===== config.mk =====
export PLATFORM = sky130hd
export DESIGN_NAME = fetch_pc_unit
export DESIGN_NICKNAME = d
export VERILOG_FILES = /design/src/rtl/fetch_pc_unit_pkg.sv /design/src/rtl/dff.sv /design/src/rtl/dff_16bit.sv /design/src/rtl/pc_next_mux.sv /design/src/rtl/fetch_pc_unit.sv
export SDC_FILE = /design/constraint.sdc
export NUM_CORES = 1
export LEC_CHECK = 0
export ABC_CLOCK_PERIOD_IN_PS = 2150
export CAP_MARGIN = 10
export CORE_MARGIN = 10
export CORE_UTILIZATION = 39
export DETAILED_ROUTE_END_ITERATION = 8
export PLACE_DENSITY = 0.83
export SETUP_SLACK_MARGIN = 0.02
export SYNTH_ARGS = -nofsm -noshare
export SYNTH_HDL_FRONTEND = slang
export SYNTH_HIERARCHICAL = 1
export SYNTH_SLANG_ARGS = --single-unit

===== constraint.sdc =====
create_clock -name clk -period 2.15 [get_ports clk]
set_input_delay 0.215 -clock clk [delete_from_list [all_inputs] [get_ports clk]]
set_output_delay 0.215 -clock clk [all_outputs]
set_load 0.1 [all_outputs]

===== src/rtl/fetch_pc_unit_pkg.sv =====
// Shared definitions for the instruction-fetch stage: default constants,
// the fetch state encoding and the next-PC select encoding.
package fetch_pc_unit_pkg;

  localparam logic [15:0] DEFAULT_RESET_PC   = 16'h0000;
  localparam logic [3:0]  DEFAULT_HLT_OPCODE = 4'hF;
  // Bubble word loaded into IF/ID whenever the fetch stage flushes.
  localparam logic [15:0] NOP_INSTR          = 16'h0000;

  typedef enum logic {
    ST_RUN  = 1'b0,
    ST_HALT = 1'b1
  } fetch_state_e;

  typedef enum logic [1:0] {
    PC_HOLD = 2'd0,
    PC_INC  = 2'd1,
    PC_TGT  = 2'd2
  } pc_sel_e;

endpackage


===== src/rtl/dff.sv =====
// Single-bit register cell with asynchronous active-low reset.
module dff #(
  parameter logic RST_VAL = 1'b0
) (
  input  logic clk,
  input  logic rst_n,
  input  logic d,
  output logic q
);

  // Capture d on every rising edge; force RST_VAL while reset is asserted.
  always_ff @(posedge clk or negedge rst_n) begin
    if (!rst_n) q <= RST_VAL;
    else        q <= d;
  end

endmodule


===== src/rtl/dff_16bit.sv =====
// 16-bit register cell with asynchronous active-low reset.
module dff_16bit #(
  parameter logic [15:0] RST_VAL = 16'h0000
) (
  input  logic        clk,
  input  logic        rst_n,
  input  logic [15:0] d,
  output logic [15:0] q
);

  // Capture d on every rising edge; force RST_VAL while reset is asserted.
  always_ff @(posedge clk or negedge rst_n) begin
    if (!rst_n) q <= RST_VAL;
    else        q <= d;
  end

endmodule


===== src/rtl/pc_next_mux.sv =====
// Next-PC selection for the fetch stage. Also produces PC+2, which is both
// the sequential successor and the pc_add_out value handed to IF/ID.
module pc_next_mux
  import fetch_pc_unit_pkg::*;
#(
  parameter int ADDR_W = 16
) (
  input  logic [ADDR_W-1:0] pc_q,
  input  logic [ADDR_W-1:0] eff_tgt,
  input  pc_sel_e           pc_sel,
  output logic [ADDR_W-1:0] pc_d,
  output logic [ADDR_W-1:0] pc_plus2
);

  // PC+2 wraps naturally at the address width (0xFFFE -> 0x0000).
  always_comb begin
    pc_plus2 = pc_q + ADDR_W'(2);
  end

  // Pick hold, sequential increment or redirect target.
  always_comb begin
    pc_d = pc_q;
    case (pc_sel)
      PC_HOLD: pc_d = pc_q;
      PC_INC:  pc_d = pc_plus2;
      PC_TGT:  pc_d = eff_tgt;
      default: pc_d = pc_q;
    endcase
  end

endmodule


===== src/rtl/fetch_pc_unit.sv =====
// Instruction-fetch stage: owns the PC, issues the I-mem request and hands
// the PC+2 / instruction pair plus a flush strobe to the IF/ID register.
//
// Memory handshake: imem_req is high in RUN (and out of reset) and
// imem_addr always equals the PC. The memory answers in the same cycle by
// raising imem_ready with imem_rdata valid; imem_ready low is a miss and the
// request simply stays up with the same address until a ready cycle. A word
// returned while the stage stalls or redirects is discarded.
module fetch_pc_unit
  import fetch_pc_unit_pkg::*;
#(
  parameter int          ADDR_W     = 16,
  parameter int          INSTR_W    = 16,
  parameter logic [15:0] RESET_PC   = DEFAULT_RESET_PC,
  parameter logic [3:0]  HLT_OPCODE = DEFAULT_HLT_OPCODE
) (
  input  logic               clk,
  input  logic               rst_n,
  input  logic               stall_en,
  input  logic               redirect_en,
  input  logic [ADDR_W-1:0]  redirect_pc,
  output logic               imem_req,
  output logic [ADDR_W-1:0]  imem_addr,
  input  logic               imem_ready,
  input  logic [INSTR_W-1:0] imem_rdata,
  output logic [ADDR_W-1:0]  pc_add_out,
  output logic [INSTR_W-1:0] instr_out,
  output logic               fetch_flush,
  output logic               halted
);

  logic [ADDR_W-1:0] pc_d, pc_q;
  logic [ADDR_W-1:0] redir_tgt_d, redir_tgt_q;
  logic              redir_pend_d, redir_pend_q;
  logic              state_raw_d, state_raw_q;
  fetch_state_e      state_d, state_q;

  logic              eff_redir;
  logic [ADDR_W-1:0] eff_tgt;
  logic [ADDR_W-1:0] pc_plus2;
  pc_sel_e           pc_sel;
  logic              flush_int;
  logic              is_hlt;

  // State registers built from the shared register cells.
  dff_16bit #(.RST_VAL(RESET_PC)) u_pc_reg (
    .clk   (clk),
    .rst_n (rst_n),
    .d     (pc_d),
    .q     (pc_q)
  );

  dff_16bit #(.RST_VAL(16'h0000)) u_redir_tgt_reg (
    .clk   (clk),
    .rst_n (rst_n),
    .d     (redir_tgt_d),
    .q     (redir_tgt_q)
  );

  dff #(.RST_VAL(1'b0)) u_redir_pend_reg (
    .clk   (clk),
    .rst_n (rst_n),
    .d     (redir_pend_d),
    .q     (redir_pend_q)
  );

  dff #(.RST_VAL(1'b0)) u_state_reg (
    .clk   (clk),
    .rst_n (rst_n),
    .d     (state_raw_d),
    .q     (state_raw_q)
  );

  // Enum view of the state bit held in the register cell.
  always_comb begin
    state_q     = fetch_state_e'(state_raw_q);
    state_raw_d = logic'(state_d);
  end

  // A redirect seen this cycle takes precedence over a remembered one, so
  // the newest branch target always wins.
  always_comb begin
    eff_redir   = redirect_en | redir_pend_q;
    eff_tgt     = redirect_en ? redirect_pc : redir_tgt_q;
    redir_tgt_d = redirect_en ? redirect_pc : redir_tgt_q;
    is_hlt      = (imem_rdata[INSTR_W-1:INSTR_W-4] == HLT_OPCODE);
  end

  // Per-cycle fetch decision: stall, redirect, miss, halt, then hit.
  always_comb begin
    pc_sel       = PC_HOLD;
    state_d      = state_q;
    flush_int    = 1'b1;
    redir_pend_d = redirect_en ? 1'b1 : redir_pend_q;
    case (state_q)
      ST_RUN: begin
        if (stall_en) begin
          // IF/ID holds; a flush here would clobber the held instruction.
          flush_int = 1'b0;
        end else if (eff_redir) begin
          // Whatever the memory returned is wrong-path and is dropped.
          pc_sel       = PC_TGT;
          redir_pend_d = 1'b0;
          flush_int    = 1'b1;
        end else if (!imem_ready) begin
          flush_int = 1'b1;
        end else if (is_hlt) begin
          // HLT is presented once; the PC parks on it.
          flush_int = 1'b0;
          state_d   = ST_HALT;
        end else begin
          flush_int = 1'b0;
          pc_sel    = PC_INC;
        end
      end
      ST_HALT: begin
        // Only a redirect from an older branch can restart fetch.
        if (eff_redir) begin
          pc_sel       = PC_TGT;
          redir_pend_d = 1'b0;
          state_d      = ST_RUN;
        end
      end
      default: begin
        state_d = ST_RUN;
      end
    endcase
  end

  pc_next_mux #(.ADDR_W(ADDR_W)) u_pc_next_mux (
    .pc_q     (pc_q),
    .eff_tgt  (eff_tgt),
    .pc_sel   (pc_sel),
    .pc_d     (pc_d),
    .pc_plus2 (pc_plus2)
  );

  // Outputs; the request drops immediately when reset asserts.
  always_comb begin
    imem_req    = rst_n & (state_q == ST_RUN);
    imem_addr   = pc_q;
    pc_add_out  = pc_plus2;
    fetch_flush = ~rst_n | flush_int;
    instr_out   = fetch_flush ? INSTR_W'(NOP_INSTR) : imem_rdata;
    halted      = (state_q == ST_HALT);
  end

endmodule

Word-level counts from Yosys, hierarchy flattened
Cells that the tools add are included.
- register bits: 34
- word-level logic and storage cells: 37
- add/subtract/negate cells: 1
- equal/unequal tests: 3
- muxes and demuxes: 23
- bitwise gates (word level): 5
- reductions and logical operators: 1
- operators by type and width (cell ; number):
    16-bit two-way mux ; 2
    16-bit one-hot mux with 2 select lines ; 1
    16-bit by 2-bit adder with 16-bit output (second input constant) ; 1
    1-bit two-way mux ; 14
    2-bit two-way mux ; 3
    4-bit == test (second input constant) ; 1
    1-bit one-hot mux with 2 select lines ; 2
    2-bit one-hot mux with 2 select lines ; 1
    2-bit by 1-bit == test with 1-bit output (second input constant) ; 1
    2-bit == test (second input constant) ; 1
    1-bit NOT ; 2
    1-bit bitwise OR ; 2
    2-bit nonzero test ; 1
    1-bit AND ; 1

Longest topological paths before layout
Gate-level depths: netlist of run 1.
- depth in word-level cells: 8
- mapped depth: 11
- mapped depth without buffers: 8

Cells and area by module
Netlist of run 1, hierarchy kept.
- by module, submodules not included (module ; instances ; cells an instance ; area an instance (µm²) ; seq. area each (µm²)):
    pc_next_mux ; 1 ; 118 ; 810.8 ; 0.0
    dff_16bit ; 2 ; 16 ; 400.4 ; 400.4
    fetch_pc_unit ; 1 ; 50 ; 474.2 ; 0.0
    dff ; 2 ; 1 ; 25.0 ; 25.0

Least setup slack after synthesis of run 1
No wires, ideal clock.
- path kind: register to output
- from: register u_pc_reg.q[2]
- to: output pc_add_out[7]
- data arrival time: 3.388 ns
- required time: 1.935 ns
- setup slack: -1.453 ns
- stages on the path, launching flop included: 5
- path buffers: 0
- cell sequence: dfrtp_1 -> ha_1 -> nand4_4 -> or2_4 -> xnor2_1
- word-level cells in the longest chain between the ends: 1
- ends and longest elaborated chain (what ; line ; RTL):
    from (decl) ; dff_16bit.sv:8 ; output logic [15:0] q
    from (signal assigned) ; dff_16bit.sv:13 ; if (!rst_n) q <= RST_VAL;
    from (signal assigned) ; dff_16bit.sv:14 ; else q <= d;
    16-bit by 2-bit adder with 16-bit output ; pc_next_mux.sv:17 ; pc_plus2 = pc_q + ADDR_W'(2);
    to (decl) ; fetch_pc_unit.sv:26 ; output logic [ADDR_W-1:0] pc_add_out,
No other way between the ends.

Worst setup path in the final report of run 1
- from: input imem_ready
- to: register u_pc_reg.q[12]
- word-level cells in the longest chain between the ends: 6
- elaborated cells on any way between the ends: 8
- ends and longest elaborated chain (what ; line ; RTL):
    from (decl) ; fetch_pc_unit.sv:24 ; input logic imem_ready,
    1-bit two-way mux (*) ; fetch_pc_unit.sv:105 ; end else if (!imem_ready) begin
    2-bit two-way mux (*) ; fetch_pc_unit.sv:100 ; end else if (eff_redir) begin
    2-bit two-way mux (*) ; fetch_pc_unit.sv:97 ; if (stall_en) begin
    2-bit one-hot mux with 2 select lines (*) ; fetch_pc_unit.sv:95 ; case (state_q)
    via pc_sel[0] ; fetch_pc_unit.sv:41 ; pc_sel_e pc_sel;
    2-bit == test or 2-bit by 1-bit == test with 1-bit output (tied branches) ; pc_next_mux.sv:23 ; case (pc_sel)
    16-bit one-hot mux with 2 select lines (*) ; pc_next_mux.sv:23 ;
    via pc_d[12] ; fetch_pc_unit.sv:32 ; logic [ADDR_W-1:0] pc_d, pc_q;
The timed path passes the listed nets; every way through them passes the cells marked *.
A chain may end at the register's enable or synchronous reset.

==> impl_metrics.yaml, run 1 <==
run_status:
  outcome: "complete, but fails checks"
  violations: "setup timing"
setup_path:
  critPathLaunchType: "input pin"
  criticalPathCategory: "in2reg"
  crit_arrival_ns: 2.63
  crit_required_ns: 2.37
  end_kind: "register"
  cp_max_fo: 4
  r2r_cells: 9
logic_synthesis:
  netlist.area_leader.share: 0.398
  postSynth.asyncResetShare: 1.00
  ys_ff_latch: 34
  yosysWarnings: 6
  synth_ff_type: "dfrtp_1"
  synth.avg_cell_area_um2: 10.6
  syn_inst: 202
  syn-cell-area_mm2: 0.00214
  syn-num-nets: 242
  synth_area_leaders: "dfrtp_1, mux2_2, o211a_1"
  yosysTopAreaCell: "dfrtp_1"
  ys_seq_area_frac: 0.398
  netlist-cell-type-count: 43
  synth_edf_count: 0
floorplan:
  fp.dieArea_mm2: 0.00884
  core_mm2: 0.00520
  io_pins: 88
  die_w_um: 94
  rows: 26
  start_util: 0.410
  die_y_um: 94
global_routing:
  grt_util_all_layers: 0.174
  grt_pass1_vias: 2254
  antenna_found_initial: 0
  grt_max_degree: 35
  grt_pass1_wl_um: 12200
  grt.overflow.total: 0
route:
  drtIter0Drc: 237
  routedWlPerCell_um: 24.5
  viasPerCell: 5.83
  drc: 0
  drt_first_pass_iters: 5
  ant_nets: 0
  totalWireLength_um: 9850
  via_count: 2345
layout:
  fin_nets: 371
  nFillCells: 241
  multi_input_area_mm2: 0.00164
  num_antenna_cells: 0
  syn2layout_area_growth_pct: 104
  register_area_um2: 892
  most-common-layout-cells: "buf_4, buf_12, clkdlybuf4s50_1"
  final_common_cell: "buf_4"
  final_area_mm2: 0.00436
  utilization: 0.838
  drive_above_1_share: 0.590
  fin_cells: 402
pwr:
  powerDensity_mw_per_mm2: 753
  ir_drop_v: 0.000816
  switching_share: 0.501
  p_leak_nw: 1.91
  comb_power_share: 0.589
  power_frac_seq: 0.270
  p_sw_w: 0.00165
  clockPowerShare: 0.141
  internal-power_w: 0.00164
hold_path:
  hold_depth: 3
  min_path_type: "in2reg"
sta:
  fmax_mhz: 414
  final_hold_viol_count: 0
  setup_tns_ns: -2.08
  rsz0062_at_grt: "yes"
  fin_hold_ws_ns: 0.324
  worst_slew_pin_slew_ns: 0.452
  slew_headroom: 0.697
  setup_viol_count_final: 17
  slew_viol_final: 0
  postLayoutSetupSlackWorst_ns: -0.265
  period_share: 1.12
  clock_skew_ns: 0.00632
  timing.final.crit_period_ns: 2.41
clocking:
  numCtsBuffers: 5
  clk_pin_slew_worst_paths_ns: 0.07
  clk_latency_ns: 0.29
  htree_levels: 2
  root_buffer: "clkbuf_8"
  cts_hold_buf: 0
  cts_tree: "yes"
  cts_max_path_buffers: 2
  clock_sinks: 34
place:
  hpwlAfterDp_um: 5690
  placed_area_mm2: 0.00385
  dp_cells: 363
  gp_congestion: 0.826
  place.port_buffers: 87
run:
  max-cap-violations: 0
cell families after synthesis:
family,after synthesis,synth area share
adders and majority gates,3,0.0176
AOI/OAI and AO/OA,50,0.182
buffers and inverters,25,0.0539
muxes,25,0.129
and+or+nand+nor,52,0.166
DFF,34,0.398
xor gates and xnor gates,13,0.0533
metrics by stage:
stage	worst slack, ns	power [W]
floorplan	-0.135	0.00209
global placement	-0.546	0.00262
detailed placement	-0.657	0.00265
CTS	-0.106	0.00312
global route	-0.314	0.00337
finish	-0.265	0.00329
state kept, by name (all words and copies together) (netlist names):
register,cells
u_pc_reg/q,16
u_redir_tgt_reg/q,16
u_redir_pend_reg/q,1
u_state_reg/q,1
path summary, 6_finish.rpt:
path	endpoint	slack, ns	start
hold reg to reg	u_redir_tgt_reg/q[9]$_DFF_PN0_	0.51	u_redir_tgt_reg/q[9]$_DFF_PN0_
setup reg to reg	u_pc_reg/q[12]$_DFF_PN0_	-0.26	u_redir_pend_reg/q$_DFF_PN0_
hold / removal	u_state_reg/q$_DFF_PN0_	0.32	stall_en
min in group asynchronous	u_redir_tgt_reg/q[8]$_DFF_PN0_	0.47	rst_n
setup / recovery	u_pc_reg/q[12]$_DFF_PN0_	-0.26	imem_ready
max in group asynchronous	u_pc_reg/q[2]$_DFF_PN0_	1.33	rst_n
area by class of cell:
cell class | count | share of cell area
multi-input combinational | 144 | 0.377
timing repair buffer | 136 | 0.371
sequential | 34 | 0.205
tap | 70 | 0.0201
clock buffer | 8 | 0.0184
inverter | 10 | 0.00861
power groups by stage:
stage          clock [W]  sequential [W]  combinational (W)
6_report        0.000464        0.000886            0.00194
3_3_place_gp           0        0.000886            0.00173
2_1_floorplan          0         0.00120           0.000887
4_1_cts         0.000455        0.000884            0.00178
3_5_place_dp           0        0.000894            0.00176
5_1_grt         0.000488        0.000899            0.00199
critical path: stages:
cell and delay [ns]:
clkdlybuf4s50_1 0.49, or4b_4 0.49, nor3b_4 0.25, buf_4 0.16, buf_6 0.09, ha_4 0.14
inv_2 0.06, or3_1 0.37, mux2i_1 0.21, a221o_1 0.16
synth_stat cells (2+ instances only):
cell type  instances
a21oi_1            5
a221o_1            3
a22oi_1            9
buf_1              2
buf_2              4
buf_4              2
clkbuf_1           5
dfrtp_1           34
ha_1               3
inv_1             10
mux2_2            16
mux2i_1            8
nand2_1           13
nand3_1            4
nand4_1            2
nand4_4            2
nor2_1            11
nor2b_1            2
nor3_1             6
nor4_4             2
o211a_1           16
o21ai_0            9
o22ai_1            2
or3_1              2
xnor2_1            5
xor2_1             8
routing by layer:
layer	up-vias	part of all wire	global-route usage	wire (µm)
li1	1000	-	-	-
met1	1176	0.36	0.192	3570
met2	137	0.54	0.311	5330
met3	32	0.070	0.0480	688
met4	0	0.027	0.0582	265
met5	-	0	0	0
what timing repair did:
action / 4_1_cts / 5_1_grt
resized for setup: 11 / 34
setup buffers: 7 / 20
pin swaps: 5 / 13
setup endpoints to repair: 17 / 22
cloned: 0 / 4
Note: power is estimated with default switching activity, not from simulation.
==> inputs of run 2 (changes only) <==
--- a/config.mk
+++ b/config.mk
@@ -5,6 +5,7 @@
 export SDC_FILE = /design/constraint.sdc
 export NUM_CORES = 1
 export LEC_CHECK = 0
+export ABC_AREA = 0
 export ABC_CLOCK_PERIOD_IN_PS = 2150
 export CAP_MARGIN = 10
 export CORE_MARGIN = 10
==> results of run 2 <==
The final DEF is identical to that of run 1; final timing and power are the same.
==> inputs of run 3 (changes only) <==
--- a/config.mk
+++ b/config.mk
@@ -11,7 +11,7 @@
 export CORE_MARGIN = 10
 export CORE_UTILIZATION = 39
 export DETAILED_ROUTE_END_ITERATION = 8
-export PLACE_DENSITY = 0.83
+export PLACE_DENSITY = 0.77
 export SETUP_SLACK_MARGIN = 0.02
 export SYNTH_ARGS = -nofsm -noshare
 export SYNTH_HDL_FRONTEND = slang
==> impl_metrics.yaml, run 3 (same netlist as run 1, synthesis figures left out) <==
sta:
  fin_hold_ws_ns: 0.456
  timing.final.crit_period_ns: 2.36
  fmax_mhz: 423
  final_hold_viol_count: 0
  period_share: 1.10
  rsz0062_at_grt: "yes"
  setup_viol_count_final: 14
  slew_headroom: 0.709
  postLayoutSetupSlackWorst_ns: -0.214
  setup_tns_ns: -1.63
  clock_skew_ns: 0.00136
  worst_slew_pin_slew_ns: 0.437
  slew_viol_final: 0
hold_path:
  min_path_type: "in2async"
pwr:
  ir_drop_v: 0.000951
  powerDensity_mw_per_mm2: 748
  switching_share: 0.498
  p_leak_nw: 1.89
  clockPowerShare: 0.135
  power_frac_seq: 0.280
  p_sw_w: 0.00161
  comb_power_share: 0.585
  internal-power_w: 0.00162
place:
  dp_cells: 365
  gp_congestion: 0.826
  post-place-ws_ns: -0.680
  placed_area_mm2: 0.00385
  hpwlAfterDp_um: 5480
  place.port_buffers: 87
clocking:
  clock_sinks: 34
  numCtsBuffers: 5
  clk_latency_ns: 0.28
  cts_tree: "yes"
  root_buffer: "clkbuf_8"
  cts_max_path_buffers: 2
  htree_levels: 2
  cts_hold_buf: 0
  clk_pin_slew_worst_paths_ns: 0.06
global_routing:
  antenna_found_initial: 0
  grt.overflow.total: 0
  grt_pass1_vias: 2252
  grt_max_degree: 35
  grt_util_all_layers: 0.169
  grt_pass1_wl_um: 12000
setup_path:
  critPathSlowestCell: "or4b_4"
  crit_required_ns: 2.31
  cp.buffers_inverters: 2
  rr_startpoint: "u_redir_pend_reg/q$_DFF_PN0_"
  end_kind: "register"
  slowest_delay_ns: 0.52
  critPathLaunchType: "register"
  crit_chain: "or4b_4, nor3b_4, inv_2, ha_4, buf_8, nor2_2, mux2_4, a221o_1"
  crit_family: "simple AND/OR/NAND/NOR gates"
  criticalPathCategory: "reg2reg"
  reg2reg_setup_slack_ns: -0.21
  cp_max_fo: 6
  startpoint: "u_redir_pend_reg/q$_DFF_PN0_"
  crit_arrival_ns: 2.53
layout:
  num_antenna_cells: 0
  most-common-layout-cells: "buf_4, buf_12, clkdlybuf4s50_1"
  fin_cells: 393
  drive_above_1_share: 0.588
  fin_nets: 363
  final_common_cell: "buf_4"
  top_regs: "u_pc_reg/q x16, u_redir_tgt_reg/q x16"
  syn2layout_area_growth_pct: 103
  final_area_mm2: 0.00433
route:
  routedWlPerCell_um: 22.3
  met2_length_um: 4550
  dr_wl_met3_um: 535
  m1WireLength_um: 3480
  drc: 0
  routed.top_layer: "met4"
  via_count: 2233
  drtIter0Drc: 139
  drt_first_pass_iters: 4
  ant_nets: 0
  totalWireLength_um: 8770
  viasPerCell: 5.68
floorplan:
  start_util: 0.410
  rows: 26
  fp.dieArea_mm2: 0.00884
  core_mm2: 0.00520
  die_y_um: 94
  io_pins: 88
  die_w_um: 94
run_status:
  violations: "setup timing"
  outcome: "complete, but fails checks"
run:
  max-cap-violations: 0
-- run 3: area by class of cell --
cell class | count | area [µm²]
multi-input cells | 143 | 1670
repair buffers | 129 | 1570
clock buffers | 7 | 76.3
flip-flops and latches | 34 | 892
fillers | 262 | 876
inverters | 10 | 40.0
well taps | 70 | 87.6
-- run 3: final timing paths --
| check | endpoint | cells after the start |
|---|---|---|
| worst min register to register | u_redir_tgt_reg/q[8]$_DFF_PN0_ | 1 |
| max in group asynchronous | u_pc_reg/q[5]$_DFF_PN0_ | 2 |
| worst min-delay path | u_redir_tgt_reg/q[6]$_DFF_PN0_ | 2 |
| worst max-delay path | u_pc_reg/q[7]$_DFF_PN0_ | 8 |
| min in group clk | u_state_reg/q$_DFF_PN0_ | 3 |
| worst max register to register | u_pc_reg/q[7]$_DFF_PN0_ | 8 |
-- run 3: power groups by stage --
stage               combinational [W]  sequential, W  clock [W]
floorplan                    0.000887        0.00120          0
global placement              0.00173       0.000887          0
detailed placement            0.00175       0.000896          0
CTS                           0.00179       0.000886   0.000438
global route                  0.00195       0.000920   0.000464
finish                        0.00189       0.000905   0.000437
-- run 3: timing repair --
action / CTS / global route
pin swaps: 6 / 27
resized for setup: 20 / 33
buffers inserted: 7 / 13
cloned: 0 / 1
setup endpoints to repair: 17 / 22
-- run 3: worst register-to-register path, delay by kind of cell, from the launching register on --
family	cells	cell delay (ns)
multiplexers	1	0.26
adder cells (fa/ha/maj)	1	0.28
AND/OR/NAND/NOR	3	0.80
AO/OA/AOI/OAI	1	0.31
flip-flops	1	0.40
buffers and inverters	2	0.18
-- run 3: through the flow --
stage,utilization,power (W)
detailed placement,0.740,0.00265
finish,0.832,0.00324
global placement,0.740,0.00262
CTS,0.775,0.00311
floorplan,-,0.00209
global route,0.832,0.00334
-- run 3: per-layer routing --
layer  GRT usage  vias to the layer above
met5           0                        -
met4      0.0304                        0
met3      0.0576                       23
met2       0.282                      101
met1       0.206                     1124
li1            -                      985
